**config.mk**
```make
export PLATFORM = sky130hd
export DESIGN_NAME = fetch_unit
export DESIGN_NICKNAME = d
export VERILOG_FILES = /design/src/rtl/fetch_unit.sv
export SDC_FILE = /design/constraint.sdc
export NUM_CORES = 1
export LEC_CHECK = 0
export ABC_CLOCK_PERIOD_IN_PS = 7930
export BUFFER_PORTS_ARGS = -buffer_cell sky130_fd_sc_hd__buf_2
export CAP_MARGIN = 25
export CORE_ASPECT_RATIO = 0.6
export CORE_MARGIN = 3
export CORE_UTILIZATION = 54
export CTS_CLUSTER_DIAMETER = 150
export CTS_CLUSTER_SIZE = 25
export DETAILED_ROUTE_END_ITERATION = 6
export PLACE_DENSITY = 0.86
export SLEW_MARGIN = 25
export SYNTH_ARGS = -nofsm -noshare
export SYNTH_HDL_FRONTEND = slang
export SYNTH_SLANG_ARGS = --single-unit
```
**constraint.sdc**
```tcl
create_clock -name i_clk -period 7.93 [get_ports i_clk]
set_input_delay 0.3965 -clock i_clk [delete_from_list [all_inputs] [get_ports i_clk]]
set_output_delay 0.3965 -clock i_clk [all_outputs]
set_load 0.1 [all_outputs]
```
**src/rtl/fetch_unit.sv**
```systemverilog
// Instruction-fetch stage: PC register, combinational imem address, 2-entry {pc, instr} buffer to decode.
// Optional macro FETCH_MISALIGN_CHECK_EN: misaligned redirects set a sticky flag and halt fetch.
module fetch_unit #(
  parameter logic [31:0] RESET_PC = 32'h0000_0000
) (
  input  logic        i_clk,
  input  logic        i_rst_n,
  output logic [31:0] o_imemAddr,
  input  logic [31:0] i_imemData,
  input  logic        i_redirect,
  input  logic [31:0] i_redirectPc,
  output logic        o_valid,
  input  logic        i_ready,
  output logic [31:0] o_instruction,
  output logic [31:0] o_pc,
  output logic [31:0] o_pcPlus4,
  output logic        o_misaligned
);

  logic [31:0] pc_r;
  logic [31:0] pc_mem_r  [2];
  logic [31:0] ins_mem_r [2];
  logic [1:0]  count_r;
  logic        wr_ptr_r;
  logic        rd_ptr_r;
  logic        valid_r;

  logic        pop_s;
  logic        push_s;
  logic        halt_s;
  logic [1:0]  count_next_s;
  logic [31:0] redirect_pc_s;

  assign redirect_pc_s = i_redirectPc & 32'hFFFF_FFFC;
  assign pop_s         = valid_r & i_ready;
  assign push_s        = ~i_redirect & ~halt_s & ((count_r != 2'd2) | pop_s);

`ifdef FETCH_MISALIGN_CHECK_EN
  logic misaligned_r;

  // Sticky misalignment flag: set by a misaligned redirect, cleared by reset or an aligned redirect.
  always_ff @(posedge i_clk) begin
    if (!i_rst_n) begin
      misaligned_r <= 1'b0;
    end else if (i_redirect) begin
      misaligned_r <= (i_redirectPc[1:0] != 2'b00);
    end
  end

  assign halt_s       = misaligned_r;
  assign o_misaligned = misaligned_r;
`else
  assign halt_s       = 1'b0;
  assign o_misaligned = 1'b0;
`endif

  // Next occupancy from the push/pop pair.
  always_comb begin
    count_next_s = count_r;
    case ({push_s, pop_s})
      2'b10:   count_next_s = count_r + 2'd1;
      2'b01:   count_next_s = count_r - 2'd1;
      default: count_next_s = count_r;
    endcase
  end

  // PC, buffer storage, pointers and occupancy; redirect flushes and outranks any push.
  always_ff @(posedge i_clk) begin
    if (!i_rst_n) begin
      pc_r         <= RESET_PC;
      count_r      <= 2'd0;
      wr_ptr_r     <= 1'b0;
      rd_ptr_r     <= 1'b0;
      valid_r      <= 1'b0;
      pc_mem_r[0]  <= 32'd0;
      pc_mem_r[1]  <= 32'd0;
      ins_mem_r[0] <= 32'd0;
      ins_mem_r[1] <= 32'd0;
    end else if (i_redirect) begin
      pc_r     <= redirect_pc_s;
      count_r  <= 2'd0;
      wr_ptr_r <= 1'b0;
      rd_ptr_r <= 1'b0;
      valid_r  <= 1'b0;
    end else begin
      if (push_s) begin
        pc_mem_r[wr_ptr_r]  <= pc_r;
        ins_mem_r[wr_ptr_r] <= i_imemData;
        wr_ptr_r            <= ~wr_ptr_r;
        pc_r                <= pc_r + 32'd4;
      end
      if (pop_s) begin
        rd_ptr_r <= ~rd_ptr_r;
      end
      count_r <= count_next_s;
      valid_r <= (count_next_s != 2'd0);
    end
  end

  assign o_imemAddr    = pc_r;
  assign o_valid       = valid_r;
  assign o_pc          = pc_mem_r[rd_ptr_r];
  assign o_instruction = ins_mem_r[rd_ptr_r];
  assign o_pcPlus4     = pc_mem_r[rd_ptr_r] + 32'd4;

endmodule

```
---- After elaboration in Yosys (flattened, before gate mapping) ----
Memory sizes are Yosys's and may differ from the RTL's. A register that Yosys moved wholly into a read port is not among the register bits.
Cells that the tools add are included.
word-level totals
  memories kept ........................... 2
  bits in latches ......................... 0
  memory bits (read-only) ................. 0
  word-level logic and storage cells ...... 45
  register bits after elaboration ......... 37
  input bits .............................. 68
  memory bits (writable) .................. 128
  output and inout port bits .............. 130
memories
  memory     depth  bits a word  read ports  clocked after memory_dff  write ports  RTL line  text
  ins_mem_r  2      32           1           1                         2            22        logic [31:0] ins_mem_r [2];
  pc_mem_r   2      32           1           1                         2            21        logic [31:0] pc_mem_r [2];
operators by class
  reductions and logical operators ........ 5
  $mul .................................... 0
  divide/modulo/power cells ............... 0
  bitwise gates (word level) .............. 7
  $lt $le $gt $ge ......................... 0
  add/sub/neg operators ................... 4
  equal/unequal tests ..................... 3
  multiplexer cells ....................... 18
  shift operators ......................... 0
operators with widths
  operator                                                             number
  32-bit 2-to-1 mux                                                    4
  32-bit by 3-bit adder with 32-bit output (second input constant)     2
  32-bit OR reduction                                                  2
  1-bit 2-to-1 mux                                                     13
  1-bit inverter                                                       4
  2-bit one-hot mux with 2 select lines                                1
  2-bit nonzero test                                                   2
  2-bit by 1-bit adder with 2-bit output (second input constant)       1
  1-bit bitwise AND                                                    2
  2-bit by 1-bit == test with 1-bit output (second input constant)     1
  2-bit == test (second input constant)                                1
  2-bit inequality test (second input constant)                        1
  2-bit OR reduction                                                   1
  2-bit by 1-bit subtractor with 2-bit output (second input constant)  1
  1-bit bitwise OR                                                     1

---- Depth between registers and ports, before layout ----
Gate-level depths: netlist of run 1.
  depth in word-level cells ............... 9
  mapped depth ............................ 13
  depth with buffers taken out ............ 9

---- Worst setup path before layout of run 1 ----
Ideal clock, no wire load.
  path kind ............................... reg2out
  start ................................... register (tool-made name)
  end ..................................... output port o_pcPlus4[26]
  stages on the path, launching flop included .. 14
  slack ................................... 1.200 ns
  required time ........................... 7.534 ns
  arrival ................................. 6.334 ns
  buffers on the path ..................... 5
  path through ............................ dfxtp_1 > buf_6 > buf_4 > buf_4 > buf_2 > buf_2 > mux2i_1 > inv_1 > ha_1 > inv_1 > a211oi_2 > nand4_2 > nor2_1 > xnor2_1
RTL lines
  item              RTL line  text
  end: declaration  16        output logic [31:0] o_pcPlus4,

==> summary.txt, run 1 <==
STA
-------------------------------------------------------------------------------------
Worst relative slew slack                                                      43.61%
Maximum clock rate                                                          253.4 MHz
Share of the clock period used by the worst path                               49.76%
Number of pins with negative max-slew slack in the final report                     0
Final Critical Period                                                        3.946 ns
Least-Margin Pin Slew                                                       0.8459 ns
Worst Clk Skew                                                             0.01079 ns
Unrepaired setup endpoints after global routing                                    no
Number of setup violations in the final report                                      0
Worst hold slack                                                            0.2098 ns
Final setup TNS                                                                  0 ns
Fin. Hold Viols                                                                     0

LOGIC SYNTHESIS
-------------------------------------------------------------------------------------
Cell taking the most area after synthesis                                    edfxtp_1
Netlist area before placement                                                8164 um2
Commonest register cell after synthesis                                      edfxtp_1
Synth unique cells                                                                 64
Most numerous cell in the Yosys netlist                                        and2_1
Count of mapped cells out of synthesis                                            683
Ranking of synthesized cells by area                                     edfxtp_1 46%, and2_1 9.7%, dfxtp_1 8.8%
Count of warnings emitted by yosys                                                  0
Number of enable flip-flop cells after synthesis                                  124
Post-Syn Area per Cell                                                      11.95 um2
Top post-synthesis cells by count                                        127 x and2_1, 124 x edfxtp_1, 51 x mux2_2
Sequential area share after synthesis                                          54.44%
Top cell type's share of synthesized area                                      45.61%
Synth async-reset ratio                                                            0%
Yosys reg bits                                                                    160

GRT
-------------------------------------------------------------------------------------
Vias in the first global route                                                  5,726
Wire length of the first global-routing pass                                 29.68 mm
GRT Util Overall                                                               22.88%
Total global routing overflow                                                       0
Antenna violations before repair                                                    1
Pin count of the biggest net entering global routing                               63

DETAILED ROUTING
-------------------------------------------------------------------------------------
Wirelength, routed                                                           18.93 mm
Via density per instance                                                        5.447
Total iterations of the first detailed-routing run                                  5
Vias after detailed routing                                                     5,839
Post-route DRC violation count                                                      0
Post-detailed-route wirelength per cell                                      17.65 um
Number of nets still failing antenna checks after routing                           0
Count of routing violations after the opening detailed-route iteration            446

SETUP PATH
-------------------------------------------------------------------------------------
Critical path class                                                      flop to output pin
Maximum fanout along the worst path                                                48
Setup crit start kind                                                            flop
Endpoint required time on the critical path                                   7.53 ns
Setup slack of the worst register-to-register path                            5.32 ns
Endpoint type of the worst setup path                                      output pin
Data arrival, critical path                                                   3.55 ns

DIE
-------------------------------------------------------------------------------------
Row cnt                                                                            34
Initial Util                                                                   55.79%
Die ar.                                                                    16,680 um2
DIE WIDTH                                                                    164.7 um
Core area                                                                  14,630 um2
Io pins                                                                           198
Die height                                                                   101.2 um

PLACEMENT
-------------------------------------------------------------------------------------
Total of buffers placed on input and output ports                                 188
Weighted congestion at the end of routability-driven global placement          0.8504
Final HPWL DP                                                                12.94 mm

CELLS AND AREA
-------------------------------------------------------------------------------------
Layout cells sized above 1                                                     35.35%
Area overhead of the layout relative to synthesis                              20.58%
Fillcell total                                                                  1,115
Area taken by flip-flops and latches                                         4448 um2
Core utilization of the finished layout                                        67.27%
Nets                                                                              932
Number of antenna diodes                                                            0
Area taken by multi-input logic gates                                        3485 um2

POWER
-------------------------------------------------------------------------------------
Leakage Power                                                                4.257 nW
VDD IR max                                                                  0.1512 mV
PD cells                                                                 248.3 nW/um2

CTS
-------------------------------------------------------------------------------------
Insertion delay of the later-clocked pin in the worst-skew pair               0.41 ns
CTS max path bufs                                                                   2
Cts-stage hold buffer count                                                         0
Number of H-tree levels                                                             4
Cts bufs inserted                                                                  17
Buffer type at the clock tree root                                          clkbuf_16
CTS tree                                                                         done
Buffers inserted during post-CTS setup optimization                                 0
Clk slew on worst S/H paths                                                   0.06 ns
Clock sink total                                                                  160
Cts repair resizes                                                                  0

RUN STATUS
-------------------------------------------------------------------------------------
Result of the run                                                        complete, no violations

FLOW RUN
-------------------------------------------------------------------------------------
Maxcap violations                                                                   0

MIN PATH
-------------------------------------------------------------------------------------
Hold crit path type                                                      input port to flop

## cells in the final DEF (no fill, tap or decap), drive strengths merged, types with 13 or more instances in the layout
master  instances
a21oi          22
and2          129
buf           194
clkbuf         17
dfxtp          36
edfxtp        124
inv            24
mux2           51
nand2          32
nand3          15
nor2           18
nor3           13
o21ai          27
xnor2          38
xor2           19
## critical path, stage by stage, from the launching register on
cell      delay (ns)
dfxtp_4         0.69
buf_4           0.59
mux2i_1         0.29
a221oi_4        0.37
nand4_2         0.28
nor4_2          0.28
xor2_1          0.16
buf_2           0.44
## path summary, 6_finish.rpt
check / startpoint / end / cells after the start
worst min-delay path: i_redirectPc[4] / o_imemAddr[4]$_SDFFE_PN0P_ / 2
worst max-delay path: flop / o_pcPlus4[30] / 7
worst max register to register: o_valid$_SDFF_PP0_ / ins_mem_r[1][2]$_SDFFCE_PN0P_ / 6
worst min register to register: rd_ptr_r$_SDFFE_PP0P_ / rd_ptr_r$_SDFFE_PP0P_ / 2
## cell families after synthesis
kind of cell	Yosys count	share of synthesized area, %
adders and majority gates	3	0.4598
DFF	160	54.44
AOI/OAI and AO/OA	82	6.881
buffers and inverters	57	3.448
and+or+nand+nor	263	20.47
xor gates and xnor gates	57	6.115
other	1	0.04593
muxes	60	8.138
## layer usage
layer  global-route usage [%]  vias up  part of all wire [%]
li1                         -     2788                     -
met1                    32.32     2779                    46
met2                    36.36      239                    45
met3                    4.495       31                   7.1
met4                    6.637        2                   1.5
met5                        0        -                 0.090
## state kept, by name, summed over array words and instances, names as in the netlist, named ones only
signal	count
wr_ptr_r	1
rd_ptr_r	1
pc_mem_r	60
count_r	2
ins_mem_r	64
o_valid	1
o_imemAddr	30
## layout make-up
cell class	count	share of cell area, %
Clock inverter	15	1.957
Multi-Input combinational cell	472	35.40
Clock buffer	17	4.321
Timing Repair Buffer	194	10.02
Sequential cell	160	45.18
Tap cell	198	2.517
Inverter	16	0.6101
## where the power goes
| group | internal [mW] | switching (mW) | leakage [nW] |
|---|---|---|---|
| combinational | 0.101 | 0.493 | 2.34 |
| clock | 0.505 | 0.346 | 0.302 |
| sequential | 0.959 | 0.0396 | 1.62 |
## stage by stage
step / area, um2 / total power [mW] / worst slack (ns) / cells
after floorplan: 8187 / 1.512 / 1.200 / 689
after global placement: 9226 / 1.604 / 4.503 / 1040
after detailed placement: 9226 / 1.610 / 4.395 / 1040
after CTS: 9844 / 2.456 / 3.956 / 1072
after global routing: 9844 / 2.517 / 3.747 / 1072
final: 9844 / 2.444 / 3.984 / 1072
No activity file was read; power rests on OpenSTA's default activity.
==> inputs of run 2 (changes only) <==
ABC_CLOCK_PERIOD_IN_PS = 3200   (was 7930)
CORE_UTILIZATION = 49   (was 54)
PLACE_DENSITY = 0.83   (was 0.86)
clock period = 3.2 ns   (was 7.93 ns; I/O delays follow)
==> summary.txt, run 2 (synthesis gave the netlist of run 1 again) <==
CELLS AND AREA
-------------------------------------------------------------------------------------
Area taken by flip-flops and latches                                         4448 um2
Area overhead of the layout relative to synthesis                              28.87%
Most flop-heavy register                                                    ins_mem_r
Commonest non-fill, non-tap cell in the layout                                  buf_2
Number of flip-flops under the largest register name                               64
Commonest non-fill, non-tap cells in the layout                          176 x buf_2, 127 x and2_1, 124 x edfxtp_1
Fillcell total                                                                  1,186
Area taken by multi-input logic gates                                        3824 um2
Layout cells sized above 1                                                     39.08%
Core utilization of the finished layout                                        66.55%
Nets                                                                              946
Finished Layout Cells                                                           1,110
Number of antenna diodes                                                            0

SETUP PATH
-------------------------------------------------------------------------------------
Worst r2r dst                                                            pc_mem_r[1][5]$_SDFFCE_PN0P_
Critical Path, Cell by Cell                                              buf_6, nand4b_1, a211oi_4, nand4_2, nor3_2, xor2_4, buf_12
Worst reg2reg path startpoint                                            o_valid$_SDFF_PP0_
Setup slack of the worst register-to-register path                            0.84 ns
Max incr delay on CP                                                          0.46 ns
Cell count of the worst reg-to-reg path                                             6
Critical path class                                                      flop to output pin
Data arrival, critical path                                                   2.88 ns
Critical Path Slowest Stage Cell                                             a211oi_4
Worst setup path endpoint                                                o_pcPlus4[28]
Maximum fanout along the worst path                                                14
Endpoint type of the worst setup path                                      output pin
Setup crit start kind                                                            flop
Endpoint required time on the critical path                                   3.04 ns

POWER
-------------------------------------------------------------------------------------
Total power draw                                                             6.280 mW
VDD IR max                                                                  0.3305 mV
Switch Pwr                                                                   2.255 mW
Logic pwr share                                                                 25.1%
Clock network fraction of total power                                           35.5%
Internal                                                                     4.025 mW
Sw frac                                                                        35.90%
Leakage Power                                                                4.485 nW
Sequential power share                                                          39.4%
PD cells                                                                 596.9 nW/um2

DIE
-------------------------------------------------------------------------------------
Core area                                                                  15,810 um2
Row cnt                                                                            35
Die height                                                                   106.0 um
DIE WIDTH                                                                    172.6 um
Die ar.                                                                    18,300 um2
Io pins                                                                           198
Initial Util                                                                   51.64%

RUN STATUS
-------------------------------------------------------------------------------------
Result of the run                                                        complete, no violations

CTS
-------------------------------------------------------------------------------------
Clk slew on worst S/H paths                                                   0.07 ns
Clock sink total                                                                  160
Number of H-tree levels                                                             4
Buffer type at the clock tree root                                          clkbuf_16
Cts bufs inserted                                                                  17
Insertion delay of the later-clocked pin in the worst-skew pair               0.42 ns
CTS tree                                                                         done
CTS max path bufs                                                                   2

DETAILED ROUTING
-------------------------------------------------------------------------------------
Vias after detailed routing                                                     5,967
Total iterations of the first detailed-routing run                                  5
Post-detailed-route wirelength per cell                                      18.60 um
Via density per instance                                                        5.376
Number of nets still failing antenna checks after routing                           0
Wirelength, routed                                                           20.65 mm
Count of routing violations after the opening detailed-route iteration            480
Post-route DRC violation count                                                      0

MIN PATH
-------------------------------------------------------------------------------------
Hold crit path type                                                      input port to flop

STA
-------------------------------------------------------------------------------------
Worst Clk Skew                                                             0.01299 ns
Fin. Hold Viols                                                                     0
Share of the clock period used by the worst path                               94.98%
Maximum clock rate                                                          329.0 MHz
Least-Margin Pin Slew                                                       0.8779 ns
Number of setup violations in the final report                                      0
Unrepaired setup endpoints after global routing                                    no
Final Critical Period                                                        3.039 ns
Number of pins with negative max-slew slack in the final report                     0
Worst relative slew slack                                                      41.41%
Worst hold slack                                                           0.01310 ns

FLOW RUN
-------------------------------------------------------------------------------------
Maxcap violations                                                                   0

GRT
-------------------------------------------------------------------------------------
Wire length of the first global-routing pass                                 32.24 mm
Vias in the first global route                                                  5,821
Total global routing overflow                                                       0
Antenna violations before repair                                                    0
Pin count of the biggest net entering global routing                               63
GRT Util Overall                                                               22.38%

PLACEMENT
-------------------------------------------------------------------------------------
Final HPWL DP                                                                14.62 mm
Total placed cells including tap cells                                          1,072
Total of buffers placed on input and output ports                                 188
Weighted congestion at the end of routability-driven global placement          0.8826

run 2: how the worst min path moves through the flow:
| stage | startpoint | to | cells past startpoint |
|---|---|---|---|
| finish | i_redirectPc[22] | o_imemAddr[22]$_SDFFE_PN0P_ | 3 |
| global route | i_imemData[20] | ins_mem_r[0][20]$_SDFFCE_PN0P_ | 2 |
| CTS | i_redirectPc[22] | o_imemAddr[22]$_SDFFE_PN0P_ | 3 |
| detailed placement | i_redirectPc[4] | o_imemAddr[4]$_SDFFE_PN0P_ | 2 |
| global placement | i_redirectPc[4] | o_imemAddr[4]$_SDFFE_PN0P_ | 2 |
| floorplan | i_redirectPc[4] | o_imemAddr[4]$_SDFFE_PN0P_ | 1 |
run 2: what timing repair did:
| item | in CTS | in global routing |
|---|---|---|
| endpoints found under the setup margin | 0 | 8 |
| hold buffers | 5 | 0 |
| endpoints found under the hold margin | 5 | 0 |
| resized for setup | 0 | 6 |
| setup buffers | 0 | 1 |
run 2: area by class of cell:
type	count	share of cell area, %
clock buffers	17	4.043
clock inverters	15	2.093
inverters	16	0.6065
multi-input cells	472	36.34
flip-flops and latches	160	42.28
well taps	222	2.640
repair buffers	208	12.00
run 2: stage by stage:
| stage | cell area (um2) | setup TNS, ns | setup slack (ns) |
|---|---|---|---|
| 6_report | 10520 | 0 | 0.1606 |
| 5_1_grt | 10520 | 0 | 0.01273 |
| 3_3_place_gp | 9793 | 0 | 0.5252 |
| 2_1_floorplan | 8559 | -9.832 | -0.8403 |
| 3_5_place_dp | 9793 | 0 | 0.4973 |
| 4_1_cts | 10490 | 0 | 0.04629 |
run 2: routing by layer:
layer	share of wire [%]	vias to the layer above	global-route usage, %
met5	0	-	0
met4	1.5	0	5.495
met3	6.9	25	5.068
met2	43	229	33.10
met1	48	2902	33.46
li1	-	2811	-
run 2: critical path: cells and delay by family, from the launching register on:
family | cells | cell delay (ns)
AND/OR/NAND/NOR | 3 | 1.01
buffers and inverters | 2 | 0.38
flip-flops | 1 | 0.42
AO/OA/AOI/OAI | 1 | 0.46
XOR/XNOR | 1 | 0.19
run 2: power groups by stage:
stage	sequential [mW]	combinational (mW)	clock, mW
2_1_floorplan	2.68	1.11	0
3_3_place_gp	2.51	1.56	0
3_5_place_dp	2.52	1.57	0
4_1_cts	2.47	1.58	2.26
5_1_grt	2.49	1.64	2.35
6_report	2.47	1.58	2.23
==> inputs of run 3 (changes only) <==
CORE_ASPECT_RATIO = unset   (was 0.6)
CTS_CLUSTER_SIZE = unset   (was 25)
==> summary.txt, run 3 (synthesis gave the netlist of run 1 again) <==
PLACEMENT
-------------------------------------------------------------------------------------
Total of buffers placed on input and output ports                                 188
Final HPWL DP                                                                12.72 mm
Weighted congestion at the end of routability-driven global placement          0.8163

SETUP PATH
-------------------------------------------------------------------------------------
Maximum fanout along the worst path                                                18
Critical Path, Cell by Cell                                              buf_6, nand4b_2, a221oi_4, nand4_4, nor4_2, xor2_2, buf_2
Worst reg2reg path startpoint                                            o_valid$_SDFF_PP0_
Endpoint type of the worst setup path                                      output pin
Cell count of the worst reg-to-reg path                                             6
Setup slack of the worst register-to-register path                            0.90 ns
Critical path depth                                                                 7
Critical path's top delay family                                         simple AND/OR/NAND/NOR gates
Data arrival, critical path                                                   2.92 ns
Critical Path Slowest Stage Cell                                              dfxtp_4
Max incr delay on CP                                                          0.44 ns
Worst r2r dst                                                            ins_mem_r[1][19]$_SDFFCE_PN0P_
Number of buffer and inverter instances along the worst setup path                  2
Endpoint required time on the critical path                                   3.04 ns
Setup crit start kind                                                            flop
Worst setup path endpoint                                                o_pcPlus4[31]
Critical path class                                                      flop to output pin

CELLS AND AREA
-------------------------------------------------------------------------------------
Area overhead of the layout relative to synthesis                              28.17%
Number of flip-flops under the largest register name                               64
Nets                                                                              947
Area taken by multi-input logic gates                                        3824 um2
Number of antenna diodes                                                            0
Most flop-heavy register                                                    ins_mem_r
Layout cells sized above 1                                                     38.25%
Fillcell total                                                                  1,212
Area taken by flip-flops and latches                                         4448 um2
Commonest non-fill, non-tap cell in the layout                                  buf_2
Commonest non-fill, non-tap cells in the layout                          179 x buf_2, 127 x and2_1, 124 x edfxtp_1

POWER
-------------------------------------------------------------------------------------
Clock network fraction of total power                                           32.1%
Sequential power share                                                          41.6%
Switch Pwr                                                                   2.142 mW
Internal                                                                     3.799 mW
Total power draw                                                             5.941 mW
VDD IR max                                                                  0.3636 mV
Sw frac                                                                        36.05%
Leakage Power                                                                4.460 nW
PD cells                                                                 567.7 nW/um2
Logic pwr share                                                                 26.4%

DETAILED ROUTING
-------------------------------------------------------------------------------------
Post-detailed-route wirelength per cell                                      16.54 um
Vias after detailed routing                                                     5,763
Number of nets still failing antenna checks after routing                           0
Post-route DRC violation count                                                      0
Total iterations of the first detailed-routing run                                  4
Count of routing violations after the opening detailed-route iteration            329
Wirelength, routed                                                           18.28 mm
Via density per instance                                                        5.215

STA
-------------------------------------------------------------------------------------
Fin. Hold Viols                                                                     0
Final Critical Period                                                        3.077 ns
Maximum clock rate                                                          325.0 MHz
Worst Clk Skew                                                            0.006913 ns
Final setup TNS                                                                  0 ns
Least-Margin Pin Slew                                                       0.7478 ns
Unrepaired setup endpoints after global routing                                    no
Share of the clock period used by the worst path                               96.15%
Number of setup violations in the final report                                      0
Worst hold slack                                                           0.01805 ns
Number of pins with negative max-slew slack in the final report                     0
Worst relative slew slack                                                      50.09%

DIE
-------------------------------------------------------------------------------------
Die ar.                                                                    18,250 um2
Die height                                                                   135.1 um
Core area                                                                  16,120 um2
Io pins                                                                           198
DIE WIDTH                                                                    135.1 um
Row cnt                                                                            46
Initial Util                                                                   50.66%

CTS
-------------------------------------------------------------------------------------
Number of H-tree levels                                                             4
CTS tree                                                                         done
Cts bufs inserted                                                                  17
Insertion delay of the later-clocked pin in the worst-skew pair               0.41 ns
CTS max path bufs                                                                   2
Clk slew on worst S/H paths                                                   0.06 ns
Clock sink total                                                                  160
Buffer type at the clock tree root                                          clkbuf_16

GRT
-------------------------------------------------------------------------------------
Pin count of the biggest net entering global routing                               63
GRT Util Overall                                                               20.16%
Antenna violations before repair                                                    0
Wire length of the first global-routing pass                                 29.01 mm
Total global routing overflow                                                       0
Vias in the first global route                                                  5,753

MIN PATH
-------------------------------------------------------------------------------------
Hold crit path type                                                      input port to flop

FLOW RUN
-------------------------------------------------------------------------------------
Maxcap violations                                                                   0

RUN STATUS
-------------------------------------------------------------------------------------
Result of the run                                                        complete, no violations

run 3: changes by cell type in the layout (fill, tap and decap cells not counted), sizes merged:
| cell | delta |
|---|---|
| clkbuf | -1 |
| clkinvlp | -1 |
| inv | -5 |
| bufinv | -4 |
| clkinv | +6 |
| dlygate4sd3 | +6 |
run 3: worst min-delay path by stage:
stage                                 from                           to  slack, ns  cells after the start
after floorplan            i_redirectPc[4]   o_imemAddr[4]$_SDFFE_PN0P_       0.30                      1
after global placement     i_redirectPc[8]   o_imemAddr[8]$_SDFFE_PN0P_       0.39                      2
after detailed placement   i_redirectPc[8]   o_imemAddr[8]$_SDFFE_PN0P_       0.39                      2
after CTS                 i_redirectPc[24]  o_imemAddr[24]$_SDFFE_PN0P_      0.002                      3
after global routing      i_redirectPc[18]  o_imemAddr[18]$_SDFFE_PN0P_       0.02                      3
final                     i_redirectPc[24]  o_imemAddr[24]$_SDFFE_PN0P_       0.02                      3
run 3: layout make-up:
cell class	count	share of cell area, %
repair buffers	209	12.33
multi-input cells	472	36.54
inverters	16	0.6098
well taps	216	2.583
clock inverters	11	0.7174
clock buffers	21	4.711
flip-flops and latches	160	42.51
run 3: layer usage:
layer | share of wire, % | up-vias | global-route usage (%)
li1 | - | 2803 | -
met1 | 43 | 2750 | 26.03
met2 | 50 | 189 | 34.26
met3 | 5.9 | 21 | 3.949
met4 | 1.4 | 0 | 6.551
met5 | 0 | - | 0
run 3: power by group through the flow:
stage          sequential [mW]  clock, mW  combinational (mW)
6_report                  2.47       1.90                1.57
2_1_floorplan             2.68          0                1.11
3_3_place_gp              2.51          0                1.55
3_5_place_dp              2.51          0                1.56
5_1_grt                   2.48       2.04                1.62
4_1_cts                   2.47       1.94                1.57
run 3: worst min-delay path: stages:
cell	delay, ns
buf_2	0.07
o21ai_0	0.06
a21oi_1	0.10
run 3: stage by stage:
step	utilization, %	worst slack, ns	area [um2]	instances
after floorplan	-	-0.8403	8559	689
after global placement	60.60	0.5097	9766	1061
after detailed placement	60.60	0.4595	9766	1061
after CTS	64.81	0.002832	10440	1104
after global routing	64.93	0.01823	10460	1105
final	64.93	0.1232	10460	1105
run 3: what timing repair did:
action	in CTS	in global routing
hold buffers	11	0
buffers inserted	0	1
gates resized for setup	0	1
hold endpoints to repair	11	0
endpoints found under the setup margin	0	5
